==> src/rtl/handshake_receiver_if.sv <==
// Signal bundle for the handshake receiver: raw opponent line and game state in,
// qualified pulses and link status out.
interface handshake_receiver_if;
  logic handshake_in;
  logic game_active;
  logic ACK_received;
  logic game_end;
  logic frame_error;
  logic link_idle;

  modport master (
    output handshake_in,
    output game_active,
    input  ACK_received,
    input  game_end,
    input  frame_error,
    input  link_idle
  );

  modport slave (
    input  handshake_in,
    input  game_active,
    output ACK_received,
    output game_end,
    output frame_error,
    output link_idle
  );
endinterface

==> src/rtl/handshake_receiver.sv <==
// Receive-side handshake decoder: synchronizes the opponent line, deframes start/data/stop
// frames and turns repeated ACK / GAME_END codes into single-cycle pulses.
module handshake_receiver #(
  parameter int unsigned       CODE_W       = 4,
  parameter logic [CODE_W-1:0] ACK_CODE     = 4'b0101,
  parameter logic [CODE_W-1:0] END_CODE     = 4'b1010,
  parameter int unsigned       REPEAT       = 2,
  parameter int unsigned       IDLE_TIMEOUT = 1024
) (
  input logic                 clk,
  input logic                 rst_l,
  handshake_receiver_if.slave bus
);

  localparam int unsigned BitCntW = (CODE_W > 1) ? $clog2(CODE_W) : 1;
  localparam int unsigned RepW    = $clog2(REPEAT + 1);
  localparam int unsigned IdleW   = $clog2(IDLE_TIMEOUT + 1);

  localparam logic [BitCntW-1:0] LastBit = BitCntW'(CODE_W - 1);
  localparam logic [RepW-1:0]    RepMax  = RepW'(REPEAT);
  localparam logic [RepW-1:0]    RepOne  = RepW'(1);
  localparam logic [IdleW-1:0]   IdleMax = IdleW'(IDLE_TIMEOUT);

  typedef enum logic [1:0] {
    StWaitStart,
    StData,
    StStop
  } state_e;

  logic                sync1_q;
  logic                hs_s_q;
  state_e              state_q, state_d;
  logic [BitCntW-1:0]  bit_cnt_q, bit_cnt_d;
  logic [CODE_W-1:0]   shift_q, shift_d;
  logic [CODE_W-1:0]   last_code_q, last_code_d;
  logic [RepW-1:0]     repeat_cnt_q, repeat_cnt_d;
  logic [IdleW-1:0]    idle_cnt_q, idle_cnt_d;
  logic                ack_q, ack_d;
  logic                end_q, end_d;
  logic                err_q, err_d;
  logic                idle_q, idle_d;
  logic                frame_ok;
  logic                fire;
  logic                known_code;
  logic [RepW-1:0]     rep_sat_inc;

  // Two-flop synchronizer; only hs_s_q is used downstream.
  always_ff @(posedge clk or negedge rst_l) begin
    if (!rst_l) begin
      sync1_q <= 1'b0;
      hs_s_q  <= 1'b0;
    end else begin
      sync1_q <= bus.handshake_in;
      hs_s_q  <= sync1_q;
    end
  end

  assign known_code  = (shift_q == ACK_CODE) || (shift_q == END_CODE);
  assign rep_sat_inc = (repeat_cnt_q == RepMax) ? repeat_cnt_q : repeat_cnt_q + RepOne;

  always_comb begin
    state_d      = state_q;
    bit_cnt_d    = bit_cnt_q;
    shift_d      = shift_q;
    last_code_d  = last_code_q;
    repeat_cnt_d = repeat_cnt_q;
    ack_d        = 1'b0;
    end_d        = 1'b0;
    err_d        = 1'b0;
    frame_ok     = 1'b0;
    fire         = 1'b0;

    unique case (state_q)
      StWaitStart: begin
        if (hs_s_q) begin
          state_d   = StData;
          bit_cnt_d = '0;
        end
      end
      StData: begin
        // LSB arrives first, so shifting in at the MSB leaves it in bit 0.
        shift_d   = CODE_W'({hs_s_q, shift_q} >> 1);
        bit_cnt_d = bit_cnt_q + BitCntW'(1);
        if (bit_cnt_q == LastBit) begin
          state_d = StStop;
        end
      end
      StStop: begin
        state_d = StWaitStart;
        if (hs_s_q) begin
          err_d = 1'b1;
        end else begin
          frame_ok = 1'b1;
          if (known_code) begin
            if (shift_q == last_code_q) begin
              repeat_cnt_d = rep_sat_inc;
              fire         = (repeat_cnt_q != RepMax) && (rep_sat_inc == RepMax);
            end else begin
              last_code_d  = shift_q;
              repeat_cnt_d = RepOne;
              fire         = (RepOne == RepMax);
            end
            ack_d = fire && (shift_q == ACK_CODE);
            end_d = fire && (shift_q == END_CODE);
          end else begin
            err_d        = 1'b1;
            repeat_cnt_d = '0;
          end
        end
      end
      default: state_d = StWaitStart;
    endcase

    // Outside a game the qualifier is held cleared; deframing and errors keep running.
    if (!bus.game_active) begin
      repeat_cnt_d = '0;
      last_code_d  = '0;
      ack_d        = 1'b0;
      end_d        = 1'b0;
    end
  end

  always_comb begin
    if (frame_ok) begin
      idle_cnt_d = '0;
    end else if (idle_cnt_q == IdleMax) begin
      idle_cnt_d = idle_cnt_q;
    end else begin
      idle_cnt_d = idle_cnt_q + IdleW'(1);
    end
    idle_d = (idle_cnt_d == IdleMax);
  end

  always_ff @(posedge clk or negedge rst_l) begin
    if (!rst_l) begin
      state_q      <= StWaitStart;
      bit_cnt_q    <= '0;
      shift_q      <= '0;
      last_code_q  <= '0;
      repeat_cnt_q <= '0;
      idle_cnt_q   <= IdleMax;
      ack_q        <= 1'b0;
      end_q        <= 1'b0;
      err_q        <= 1'b0;
      idle_q       <= 1'b1;
    end else begin
      state_q      <= state_d;
      bit_cnt_q    <= bit_cnt_d;
      shift_q      <= shift_d;
      last_code_q  <= last_code_d;
      repeat_cnt_q <= repeat_cnt_d;
      idle_cnt_q   <= idle_cnt_d;
      ack_q        <= ack_d;
      end_q        <= end_d;
      err_q        <= err_d;
      idle_q       <= idle_d;
    end
  end

  assign bus.ACK_received = ack_q;
  assign bus.game_end     = end_q;
  assign bus.frame_error  = err_q;
  assign bus.link_idle    = idle_q;

  pulses_exclusive_a: assert property (@(posedge clk) disable iff (!rst_l)
    $onehot0({ack_q, end_q, err_q}));

endmodule

==> src/flat_wrapper.sv <==
// flat-port wrapper written by rule: the top's interface ports become plain ports
module handshake_receiver_flat 
#(
  parameter int unsigned       CODE_W       = 4,
  parameter logic [CODE_W-1:0] ACK_CODE     = 4'b0101,
  parameter logic [CODE_W-1:0] END_CODE     = 4'b1010,
  parameter int unsigned       REPEAT       = 2,
  parameter int unsigned       IDLE_TIMEOUT = 1024
)
  (clk, rst_l, bus_handshake_in, bus_game_active, bus_ACK_received, bus_game_end, bus_frame_error, bus_link_idle);
  handshake_receiver_if bus_i ();
  input logic clk;
  input logic rst_l;
  input wire logic [$bits(bus_i.handshake_in)-1:0] bus_handshake_in;
  input wire logic [$bits(bus_i.game_active)-1:0] bus_game_active;
  output wire logic [$bits(bus_i.ACK_received)-1:0] bus_ACK_received;
  output wire logic [$bits(bus_i.game_end)-1:0] bus_game_end;
  output wire logic [$bits(bus_i.frame_error)-1:0] bus_frame_error;
  output wire logic [$bits(bus_i.link_idle)-1:0] bus_link_idle;
  assign bus_i.handshake_in = bus_handshake_in;
  assign bus_i.game_active = bus_game_active;
  assign bus_ACK_received = bus_i.ACK_received;
  assign bus_game_end = bus_i.game_end;
  assign bus_frame_error = bus_i.frame_error;
  assign bus_link_idle = bus_i.link_idle;
  handshake_receiver #(.CODE_W(CODE_W), .ACK_CODE(ACK_CODE), .END_CODE(END_CODE), .REPEAT(REPEAT), .IDLE_TIMEOUT(IDLE_TIMEOUT)) u_core (.clk(clk), .rst_l(rst_l), .bus(bus_i));
endmodule
==> config.mk <==
export PLATFORM = sky130hd
export DESIGN_NAME = handshake_receiver_flat
export DESIGN_NICKNAME = d
export VERILOG_FILES = /design/src/rtl/handshake_receiver_if.sv /design/src/rtl/handshake_receiver.sv /design/src/flat_wrapper.sv
export SDC_FILE = /design/constraint.sdc
export NUM_CORES = 1
export LEC_CHECK = 0
export ABC_AREA = 0
export ABC_CLOCK_PERIOD_IN_PS = 4150
export CAP_MARGIN = 20
export CORE_AREA = 4 4 55 57
export CTS_BUF_LIST = sky130_fd_sc_hd__clkbuf_4 sky130_fd_sc_hd__clkbuf_8 sky130_fd_sc_hd__clkbuf_16
export CTS_CLUSTER_SIZE = 10
export DETAILED_ROUTE_END_ITERATION = 16
export DIE_AREA = 0 0 59 61
export HOLD_SLACK_MARGIN = 0.05
export PLACE_DENSITY = 0.81
export SETUP_SLACK_MARGIN = 0.02
export SKIP_LAST_GASP = 1
export SYNTH_ARGS = -nofsm -noshare
export SYNTH_HDL_FRONTEND = slang
export SYNTH_SLANG_ARGS = --single-unit
==> constraint.sdc <==
create_clock -name clk -period 4.15 [get_ports clk]
set_input_delay 0.6225 -clock clk [delete_from_list [all_inputs] [get_ports clk]]
set_output_delay 0.6225 -clock clk [all_outputs]
set_load 0.01 [all_outputs]
### Word level (Yosys, flattened, before mapping)

Cells that the tools add are included.

| storage, ports and cells | value |
|---|---|
| register bits after elaboration | 31 |
| bits of input ports | 4 |
| output and inout port bits | 4 |

| cells by class | value |
|---|---|
| add/sub/neg operators | 3 |
| equal/unequal tests | 17 |
| multiplexer cells | 35 |
| reductions and logical operators | 10 |

Operators by type and width:

| operator | count |
|---|---|
| $eq A11 B11 Y1 const B | 2 |
| $mux W11 | 2 |
| $mux W4 | 5 |
| $mux W2 | 9 |
| $mux W1 | 17 |
| $add A11 B1 Y11 const B | 1 |
| $eq A2 B2 Y1 const B | 4 |
| $ne A2 B1 Y1 const B | 4 |
| $pmux W2 S2 | 2 |
| $ne A2 B2 Y1 const B | 3 |
| $reduce_and A2 Y1 | 3 |
| $add A2 B1 Y2 const B | 2 |
| $eq A4 B3 Y1 const B | 1 |
| $eq A4 B4 Y1 | 1 |
| $eq A4 B4 Y1 const B | 1 |
| $reduce_and A4 Y1 | 1 |
| $logic_and A1 B1 Y1 | 3 |
| $eq A2 B1 Y1 const B | 1 |
| $logic_not A2 Y1 | 1 |
| $reduce_bool A2 Y1 | 1 |
| $logic_or A1 B1 Y1 | 1 |

### Logic depth before layout (Yosys ltp)

Gate-level depths: netlist of run 1.

| depth | value |
|---|---|
| word-level depth | 13 |
| mapped depth | 7 |
| depth with buffers taken out | 7 |

### Worst setup path after synthesis of run 1

OpenSTA, ideal clock, no wires.

| timing | value |
|---|---|
| path type | register to register |
| start point | register u_core.idle_cnt_q[0] |
| end point | register u_core.idle_q (netlist: u_core.bus.link_idle) |
| library setup time | 90 ps |
| data arrival time | 1640 ps |
| required time | 4060 ps |
| setup slack | 2420 ps |
| cell stages (with the launch flop) | 8 |
| path buffers | 0 |
| path through | dfrtp_1 inv_1 ha_1 nor4b_1 nand3_1 nand2_1 o22ai_1 nor4_2 |

| between the ends | value |
|---|---|
| cells in the longest elaborated chain, start to end | 4 |
| elaborated cells between the ends (all ways) | 5 |
| those cells by class | add/sub: 1; eq/ne: 2; mux: 2 |

Ends and longest elaborated chain:

| item | RTL line | source |
|---|---|---|
| from (decl) | handshake_receiver.sv:37 | `logic [IdleW-1:0] idle_cnt_q, idle_cnt_d;` |
| from (signal assigned) | handshake_receiver.sv:141 | `idle_cnt_q <= IdleMax;` |
| from (signal assigned) | handshake_receiver.sv:152 | `idle_cnt_q <= idle_cnt_d;` |
| $add A11 B1 Y11 / $eq A11 B11 Y1 (equally long branches) | handshake_receiver.sv:129, handshake_receiver.sv:126 |  |
| $mux W11 * | handshake_receiver.sv:126 | `end else if (idle_cnt_q == IdleMax) begin` |
| $mux W11 * | handshake_receiver.sv:124 | `if (frame_ok) begin` |
| $eq A11 B11 Y1 * | handshake_receiver.sv:131 | `idle_d = (idle_cnt_d == IdleMax);` |
| named net u_core.idle_d | handshake_receiver.sv:41 | `logic idle_q, idle_d;` |
| to (signal assigned) | handshake_receiver.sv:156 | `idle_q <= idle_d;` |
| to (decl) | handshake_receiver.sv:41 |  |

Mark *: on every way through the listed nets, which the timed path passes. The rest lies on a longest branch.
A chain may end at the register's enable or synchronous reset.

### Final worst setup path of run 1

| timing | value |
|---|---|
| start point | register u_core.idle_q (netlist: u_core.bus.link_idle) |
| end point | output bus_link_idle |

RTL lines:

| item | RTL line | source |
|---|---|---|
| to (decl) | flat_wrapper.sv:19 | `output wire logic [$bits(bus_i.link_idle)-1:0] bus_link_idle;` |

No word-level cell between the ends.

==> out/results.tsv, run 1 <==
stage	metric	value	unit
worst_setup_path	worst path required time	3.53	ns
worst_setup_path	R2R Path Start	u_core.idle_cnt_q[0]	
worst_setup_path	Crit. path cell count	1	
global_route	gr ovfl total	0	
sta	Max Fclk	500	MHz
cts	hold buffers post-CTS	0	
cts	Num CTS Buffers	5	
yosys	sequential fraction of the synthesis area	50.2	%
worst_setup_path	delay-heaviest family, CP	buffers and inverters	
sta	final hold violations	0	
yosys	cell taking the most area after synthesis	dfrtp_1	
placed_design	setup slack after placement	2.14	ns
sta	Hold Worst Slack	0.358	ns
yosys	Post-synth ARST share	100	%
global_route	first-pass GRT wire length	5.18	mm
worst_setup_path	Crit. Startpoint	u_core.bus.link_idle	
sta	Worst Clk Skew	0.0116	ns
yosys	Cell Area, Synth	0.00155	mm²
placed_design	IO buf count	7	
worst_setup_path	worst path cell trace	clkdlybuf4s50_1	
layout	ANT cells	0	
drt	vias	1117	
floorplanning	die outline height	61	µm
global_route	largest net degree at the start of global routing	26	
sta	setup repair after global routing missed its margin	no	
power_and_ir_drop	Worst VDD drop	451	µV
worst_setup_path	critical path fanouts, max	1	
layout	Nets	166	
drt	DR iter-0 viols	90	
sta	Max Slew Vio Count	0	
hold_path	Worst Hold Path Cells	0	
cts	CTS Buffer Depth	2	
layout	Area Overhead vs Synth	13.7	%
floorplanning	Core Area	0.00248	mm²
placed_design	DPL Wire Length	2.09	mm
worst_setup_path	CP bufs+invs	1	
hold_path	worst hold path type	reg -> reg	
sta	fin crit share	48.2	%
cts	clk root buf	clkbuf_4	
floorplanning	I/O pin count	8	
cts	Worst-path clk slew	0.10	ns
floorplanning	Initial Util	62.5	%
drt	drt first pass iters	4	
drt	# DRC	0	
drt	post-detailed-route via-to-cell ratio	5.94	
worst_setup_path	startpoint types	flip-flop	
worst_setup_path	Setup CP Type	reg -> out	
global_route	initial antenna violation count	0	
yosys	synth top area cells	dfrtp_1, nor2_1, mux2_2, ha_1, xor2_1	
drt	WL/cell	15.7	µm
power_and_ir_drop	leak pwr	0.759	nW
floorplanning	Die ar.	0.00360	mm²
sta	Final WS setup	2.15	ns
power_and_ir_drop	Tot Pwr	0.00111	W
global_route	vias in the first global route	1171	
sta	TNS Setup	0	ns
layout	fill count	186	
global_route	total track usage	19.4	%
yosys	unique cell type count in the Yosys netlist	40	
cts	CTS HTree Levels	2	
yosys	top_reg_cell synth	dfrtp_1	
sta	final setup violation count	0	
run	Max-Cap Viols	0	
floorplanning	Die W	59	µm
yosys	most common cell in the netlist	dfrtp_1	
run_status	status	finished clean	
worst_setup_path	biggest cell delay along the critical path	0.53	ns
layout	Sequential Area	778	µm²
cts	clock sink count	31	
layout	layout cell share with drive strength beyond 1	15.2	%
yosys	synth warn	0	
yosys	Synthesized Nets	152	
worst_setup_path	slowest CP cell	clkdlybuf4s50_1	
yosys	Cells after Synth	143	
layout	multi-input gate area in the final layout	733	µm²
sta	Worst Tran Pin Value	0.622	ns
yosys	number of synthesized flops with an enable pin	0	
yosys	Post-synth top cells	dfrtp_1, nor2_1, nand2_1	
sta	final worst path period need	2.00	ns
cts	Setup Fix Bufs, Post-CTS	0	
yosys	area share of the largest cell type after synthesis	46.8	%
cts	Post-CTS Resized	0	
yosys	synthesis-stage register bit count	31	
power_and_ir_drop	Power Density	628	mW/mm²
drt	ANT nets after route	0	
yosys	syn avg cell area	10.8	µm²
sta	Slew headroom	58.2	%
placed_design	GP Congestion	0.924	
hold_path	min-delay src	u_core.sync1_q	
cts	CTS tree	built	
worst_setup_path	Worst Path Arrival	1.38	ns
worst_setup_path	Crit. End Element	primary output	
cts	worst skew pair latency	0.33	ns
worst_setup_path	R2R depth	7	
drt	final wirelength	2.95	mm
floorplanning	# rows	18	
worst paths after layout:
path / endpoint / slack, ns
worst max-delay path: bus_link_idle / 2.15
max in group asynchronous: u_core.last_code_q[3] / 2.88
min in group asynchronous: u_core.idle_cnt_q[2] / 0.61
worst min register to register: u_core.hs_s_q / 0.36
worst max register to register: u_core.bus.link_idle / 2.19
worst min-delay path: u_core.hs_s_q / 0.36
per-layer routing:
metal	part of all wire, %	global-route usage [%]
met3	4.7	7.02
met2	53	34.5
met5	0	0
met4	1.3	5.83
met1	41	21.9
cell usage in the layout, fill, tap and decap left out, types with 3 or more instances in the layout:
| master | instances |
|---|---|
| inv_1 | 7 |
| nor3_1 | 3 |
| nor2b_1 | 5 |
| dfrtp_1 | 29 |
| mux2_2 | 6 |
| ha_1 | 5 |
| nand4_1 | 3 |
| nor4b_1 | 3 |
| xnor2_1 | 5 |
| clkbuf_4 | 5 |
| a21oi_1 | 3 |
| clkdlybuf4s50_1 | 7 |
| mux2i_1 | 5 |
| nand3_1 | 3 |
| nor2_1 | 18 |
| xor2_1 | 7 |
| nand2_1 | 9 |
through the flow:
stage               utilization [%]  area [µm²]  cells
floorplan                         -        1550    143
global placement               67.0        1660    179
detailed placement             67.0        1660    179
CTS                            70.5        1750    187
global route                   71.1        1760    188
finish                         71.1        1760    188
cell families (layout without fill, tap and decap cells):
| logic type | after synthesis | in the layout | synth area share (%) |
|---|---|---|---|
| adders and majority gates | 5 | 5 | 4.04 |
| muxes | 11 | 11 | 7.59 |
| buffers and inverters | 10 | 25 | 2.42 |
| DFF | 31 | 31 | 50.2 |
| xor gates and xnor gates | 12 | 12 | 6.79 |
| and+or+nand+nor | 57 | 57 | 20.9 |
| AOI/OAI and AO/OA | 17 | 17 | 8.00 |
registers in the layout, indices dropped and copies added (netlist names), 2 cells and up:
name,flops
u_core.bit_cnt_q,2
u_core.idle_cnt_q,11
u_core.last_code_q,4
u_core.repeat_cnt_q,2
u_core.shift_q,4
u_core.state_q,2
cell type report:
class | instances | area share (%)
clock buffer | 6 | 2.91
clock inverter | 2 | 1.99
inverter | 7 | 1.49
multi-input combinational | 102 | 41.6
sequential | 31 | 44.2
tap | 30 | 2.13
timing repair buffer | 10 | 5.68
power by group:
group / switching [W] / total [W] / leakage [nW] / internal [W]
combinational: 0.000187 / 0.000373 / 0.320 / 0.000186
sequential: 0.000111 / 0.000492 / 0.390 / 0.000381
clock: 0.0000990 / 0.000241 / 0.0482 / 0.000142
(Power assumes the default switching activity.)
==> inputs of run 2 (changes only) <==
Settings changed: ABC_CLOCK_PERIOD_IN_PS 4150 to 1960, CORE_AREA 4 4 55 57 to 4 4 57 59, DIE_AREA 0 0 59 61 to 0 0 61 63, PLACE_DENSITY 0.81 to 0.75.
Clock period 4.15 ns to 1.96 ns, I/O delays scaled along.
==> run 2 against run 1 <==
  * Register-to-register slack worse by 2.1 ns
  * Non-clock buffer count increased by 12
  * Combinational power rose to 2.7 times the previous value
  * Cell count grew 6.9%
  * Sequential power rose by 110%
  * Clock skew shrank 0.0078 ns
==> out/results.tsv, run 2 (synthesized netlist as in run 1, its figures left out) <==
stage	metric	value	unit
run_status	status	finished clean	
sta	Slew headroom	66.2	%
sta	final worst path period need	1.86	ns
power_and_ir_drop	Worst VDD drop	1080	µV
global_route	total track usage	17.7	%
worst_setup_path	startpoint types	flip-flop	
drt	ANT nets after route	0	
layout	commonest cells after routing, fill and taps aside	dfrtp_1, nor2_1, buf_4	
drt	post-detailed-route via-to-cell ratio	5.65	
cts	clk root buf	clkbuf_4	
cts	clock sink count	31	
drt	WL/cell	15.1	µm
worst_setup_path	biggest cell delay along the critical path	0.44	ns
floorplanning	# rows	19	
power_and_ir_drop	Power Density	1290	mW/mm²
sta	TNS Setup	0	ns
sta	final hold violations	0	
drt	vias	1135	
sta	Worst Tran Pin Value	0.506	ns
placed_design	IO buf count	7	
layout	fin area	0.00187	mm²
layout	biggest regs	u_core.idle_cnt_q: 11 flops, u_core.last_code_q: 4 flops, u_core.shift_q: 4 flops	
sta	fin crit share	94.8	%
cts	Worst-path clk slew	0.10	ns
cts	CTS HTree Levels	2	
power_and_ir_drop	leak pwr	0.805	nW
worst_setup_path	Setup CP Type	reg -> reg	
global_route	first-pass GRT wire length	5.04	mm
global_route	gr ovfl total	0	
cts	CTS tree	built	
cts	Num CTS Buffers	5	
global_route	initial antenna violation count	0	
layout	Area Overhead vs Synth	20.7	%
layout	commonest non-fill, non-tap cell in the layout	dfrtp_1	
drt	final wirelength	3.04	mm
floorplanning	Initial Util	57.2	%
layout	Nets	178	
sta	Max Slew Vio Count	0	
placed_design	# placed instances	182	
drt	DR iter-0 viols	42	
floorplanning	Core Area	0.00271	mm²
floorplanning	Die W	61	µm
floorplanning	I/O pin count	8	
layout	fill count	201	
floorplanning	die outline height	63	µm
layout	Largest register FFs	11	
layout	Most flops, register	u_core.idle_cnt_q	
cts	worst skew pair latency	0.34	ns
layout	multi-input gate area in the final layout	783	µm²
sta	Worst Clk Skew	0.00378	ns
worst_setup_path	slowest CP cell	dfrtp_2	
sta	final setup violation count	0	
layout	ANT cells	0	
run	Max-Cap Viols	0	
global_route	vias in the first global route	1149	
drt	drt first pass iters	4	
cts	CTS Buffer Depth	2	
worst_setup_path	worst path cell trace	buf_4, inv_2, ha_1, nor4b_4, nand3_2, buf_6, a2bb2oi_1, o22ai_1, nor4_2	
layout	Post-Layout Cell Count	201	
placed_design	DPL Wire Length	1.97	mm
hold_path	worst hold path type	in -> async	
placed_design	GP Congestion	0.855	
floorplanning	Die ar.	0.00384	mm²
layout	layout cell share with drive strength beyond 1	27.6	%
worst_setup_path	Worst Path Arrival	2.13	ns
layout	Sequential Area	782	µm²
power_and_ir_drop	Tot Pwr	0.00240	W
sta	Max Fclk	538	MHz
global_route	largest net degree at the start of global routing	32	
layout	final core occ	69.0	%
drt	# DRC	0	
cts	hold buffers post-CTS	0	
placed_design	area post-placement	0.00168	mm²
worst_setup_path	critical path fanouts, max	5	
worst_setup_path	worst path required time	2.23	ns
worst_setup_path	Crit. End Element	flip-flop	
[run 2: repair_timing]
item,in CTS,in global routing
setup buffers,0,11
hold endpoints to repair,0,0
resized for setup,0,15
setup endpoints to repair,0,1
[run 2: stage by stage]
step / setup WS [ns] / hold slack [ns]
finish: 0.103 / 0.327
global placement: 0.157 / 0.333
global route: -0.0370 / 0.353
floorplan: 0.230 / -0.00159
CTS: 0.0827 / 0.340
detailed placement: 0.110 / 0.337
[run 2: layout make-up]
cell class,count,area share [%]
clock buffer,5,2.01
sequential,31,41.8
inverter,7,1.41
multi-input combinational,102,41.9
clock inverter,3,0.803
timing repair buffer,22,9.97
tap,31,2.07
[run 2: report_power, final]
part,switching (W),internal (W)
registers,0.000236,0.000814
logic,0.000457,0.000539
clock network,0.000224,0.000133
total,0.000918,0.00149
[run 2: worst max-delay path: cells and delay by family (launching register included)]
kind	cells	cell delay (ns)
flip-flops	1	0.44
adder cells (fa/ha/maj)	1	0.16
AO/OA/AOI/OAI	2	0.28
AND/OR/NAND/NOR	3	0.50
buffers and inverters	3	0.40
[run 2: worst paths after layout]
check	from	to	slack, ns	cells past startpoint
setup / recovery	u_core.idle_cnt_q[0]	u_core.bus.link_idle	0.10	9
hold / removal	rst_l	u_core.idle_cnt_q[7]	0.33	2
setup reg to reg	u_core.idle_cnt_q[0]	u_core.bus.link_idle	0.10	9
hold reg to reg	u_core.sync1_q	u_core.hs_s_q	0.36	0
max in group asynchronous	rst_l	u_core.bus.link_idle	1.31	2
min in group clk	u_core.sync1_q	u_core.hs_s_q	0.36	0
[run 2: metal layers]
layer	GRT usage [%]	vias to the layer above	routed length, µm
li1	-	555	-
met1	20.3	550	1300
met2	28.7	22	1510
met3	6.20	8	132
met4	7.86	0	93
met5	0	-	0
==> inputs of run 3 (changes only) <==
Settings changed: ABC_CLOCK_PERIOD_IN_PS 1960 to unset, MAX_ROUTING_LAYER set to met4.
==> run 3 against run 2 <==
  * Worst setup slack worse by 0.0078 ns
  * Sequential cell count stayed put
  * Clock-buffer cell count unchanged
  * Combinational power is essentially flat
  * Non-clock buffer count is the same
  * Clock power about the same
  * Cell count did not move
  * Total power rose by 0.13%
  * Sequential power about the same
  * Global-route usage up 0.43 points
  * Clock skew is essentially flat
  * Routed wire length rose by 0.82%
==> out/results.tsv, run 3 (synthesized netlist as in run 1, its figures left out) <==
stage	metric	value	unit
power_and_ir_drop	Power Density	1290	mW/mm²
global_route	total track usage	18.1	%
floorplanning	Die W	61	µm
sta	Slew headroom	66.2	%
placed_design	# placed instances	182	
cts	clock sink count	31	
power_and_ir_drop	Worst VDD drop	1080	µV
placed_design	DPL Wire Length	1.97	mm
sta	Max Slew Vio Count	0	
cts	Worst-path clk slew	0.10	ns
drt	WL/cell	15.2	µm
worst_setup_path	startpoint types	flip-flop	
cts	worst skew pair latency	0.34	ns
global_route	initial antenna violation count	0	
layout	Area Overhead vs Synth	20.7	%
run	Max-Cap Viols	0	
hold_path	worst hold path type	in -> async	
sta	fin crit share	95.2	%
floorplanning	I/O pin count	8	
sta	Max Fclk	536	MHz
sta	final setup violation count	0	
placed_design	area post-placement	0.00168	mm²
worst_setup_path	critical path fanouts, max	5	
floorplanning	# rows	19	
placed_design	setup slack after placement	0.110	ns
cts	CTS HTree Levels	2	
sta	Worst Tran Pin Value	0.506	ns
drt	post-detailed-route via-to-cell ratio	5.65	
floorplanning	Die ar.	0.00384	mm²
power_and_ir_drop	leak pwr	0.805	nW
power_and_ir_drop	Tot Pwr	0.00241	W
global_route	met3 Track Usage GR	6.20	%
global_route	gr ovfl total	0	
worst_setup_path	Worst Path Arrival	2.14	ns
global_route	busiest layer in global routing	met2	
drt	drt first pass iters	4	
cts	CTS tree	built	
cts	clk root buf	clkbuf_4	
layout	fin area	0.00187	mm²
run_status	status	finished clean	
sta	Final WS setup	0.0950	ns
floorplanning	Core Area	0.00271	mm²
global_route	M2 GR Usage	28.6	%
cts	Num CTS Buffers	5	
worst_setup_path	Crit. End Element	flip-flop	
floorplanning	Initial Util	57.2	%
sta	final hold violations	0	
worst_setup_path	Setup CP Type	reg -> reg	
cts	CTS Buffer Depth	2	
layout	final core occ	69.0	%
placed_design	GP Congestion	0.869	
layout	Nets	178	
layout	ANT cells	0	
sta	Worst Clk Skew	0.00384	ns
cts	hold buffers post-CTS	0	
drt	DR iter-0 viols	45	
drt	ANT nets after route	0	
global_route	GR Layer Usage met1	20.3	%
sta	final worst path period need	1.86	ns
global_route	vias in the first global route	1150	
layout	commonest cells after routing, fill and taps aside	dfrtp_1, nor2_1, buf_4	
floorplanning	die outline height	63	µm
layout	biggest regs	u_core.idle_cnt_q: 11 flops, u_core.last_code_q: 4 flops, u_core.shift_q: 4 flops	
layout	layout cell share with drive strength beyond 1	27.6	%
drt	final wirelength	3.07	mm
layout	Most flops, register	u_core.idle_cnt_q	
global_route	first-pass GRT wire length	5.02	mm
layout	fill count	201	
layout	Post-Layout Cell Count	201	
layout	commonest non-fill, non-tap cell in the layout	dfrtp_1	
global_route	largest net degree at the start of global routing	32	
placed_design	IO buf count	7	
worst_setup_path	worst path required time	2.24	ns
drt	vias	1135	
layout	Largest register FFs	11	
drt	# DRC	0	
-- run 3: cell counts in the layout (fill, tap and decap cells not counted) --
Identical to the previous run, type by type.
-- run 3: critical path, stage by stage (launching register included) --
cell and delay, ns:
dfrtp_2 0.44, buf_4 0.16, inv_2 0.06, ha_1 0.16
nor4b_4 0.24, nand3_2 0.19, buf_6 0.18, a2bb2oi_1 0.13
o22ai_1 0.15, nor4_2 0.07
-- run 3: path summary, 6_finish.rpt --
kind,startpoint,to,slack (ns),cells after the start
setup / recovery,u_core.idle_cnt_q[0],u_core.bus.link_idle,0.1,9
hold / removal,rst_l,u_core.idle_cnt_q[7],0.32,2
setup reg to reg,u_core.idle_cnt_q[0],u_core.bus.link_idle,0.1,9
hold reg to reg,u_core.sync1_q,u_core.hs_s_q,0.36,0
max in group asynchronous,rst_l,u_core.idle_cnt_q[10],1.31,2
min in group clk,u_core.sync1_q,u_core.hs_s_q,0.36,0
-- run 3: final cells by class --
class / count / area [µm²] / area share (%)
Multi-Input combinational cell: 102 / 783 / 41.9
Sequential cell: 31 / 782 / 41.8
Timing Repair Buffer: 22 / 186 / 9.97
Tap cell: 31 / 38.8 / 2.07
Clock buffer: 5 / 37.5 / 2.01
Inverter: 7 / 26.3 / 1.41
Clock inverter: 3 / 15.0 / 0.803
-- run 3: per-layer routing --
metal	vias up	share of wire, %
met5	-	0
met4	0	3.1
met3	8	4.2
met2	21	50
met1	550	42
li1	556	-
-- run 3: through the flow --
| step | hold WS (ns) | TNS, ns |
|---|---|---|
| 2_1_floorplan | -0.00159 | 0 |
| 3_3_place_gp | 0.333 | 0 |
| 3_5_place_dp | 0.337 | 0 |
| 4_1_cts | 0.340 | 0 |
| 5_1_grt | 0.352 | -0.0370 |
| 6_report | 0.322 | 0 |
-- run 3: what timing repair did --
item,in CTS,in global routing
buffers inserted,0,11
endpoints found under the setup margin,0,1
resized for setup,0,15
-- run 3: power breakdown --
part / switching (W) / leakage (nW) / internal (W)
sequential: 0.000237 / 0.388 / 0.000814
clock: 0.000227 / 0.0347 / 0.000133
combinational: 0.000457 / 0.382 / 0.000539
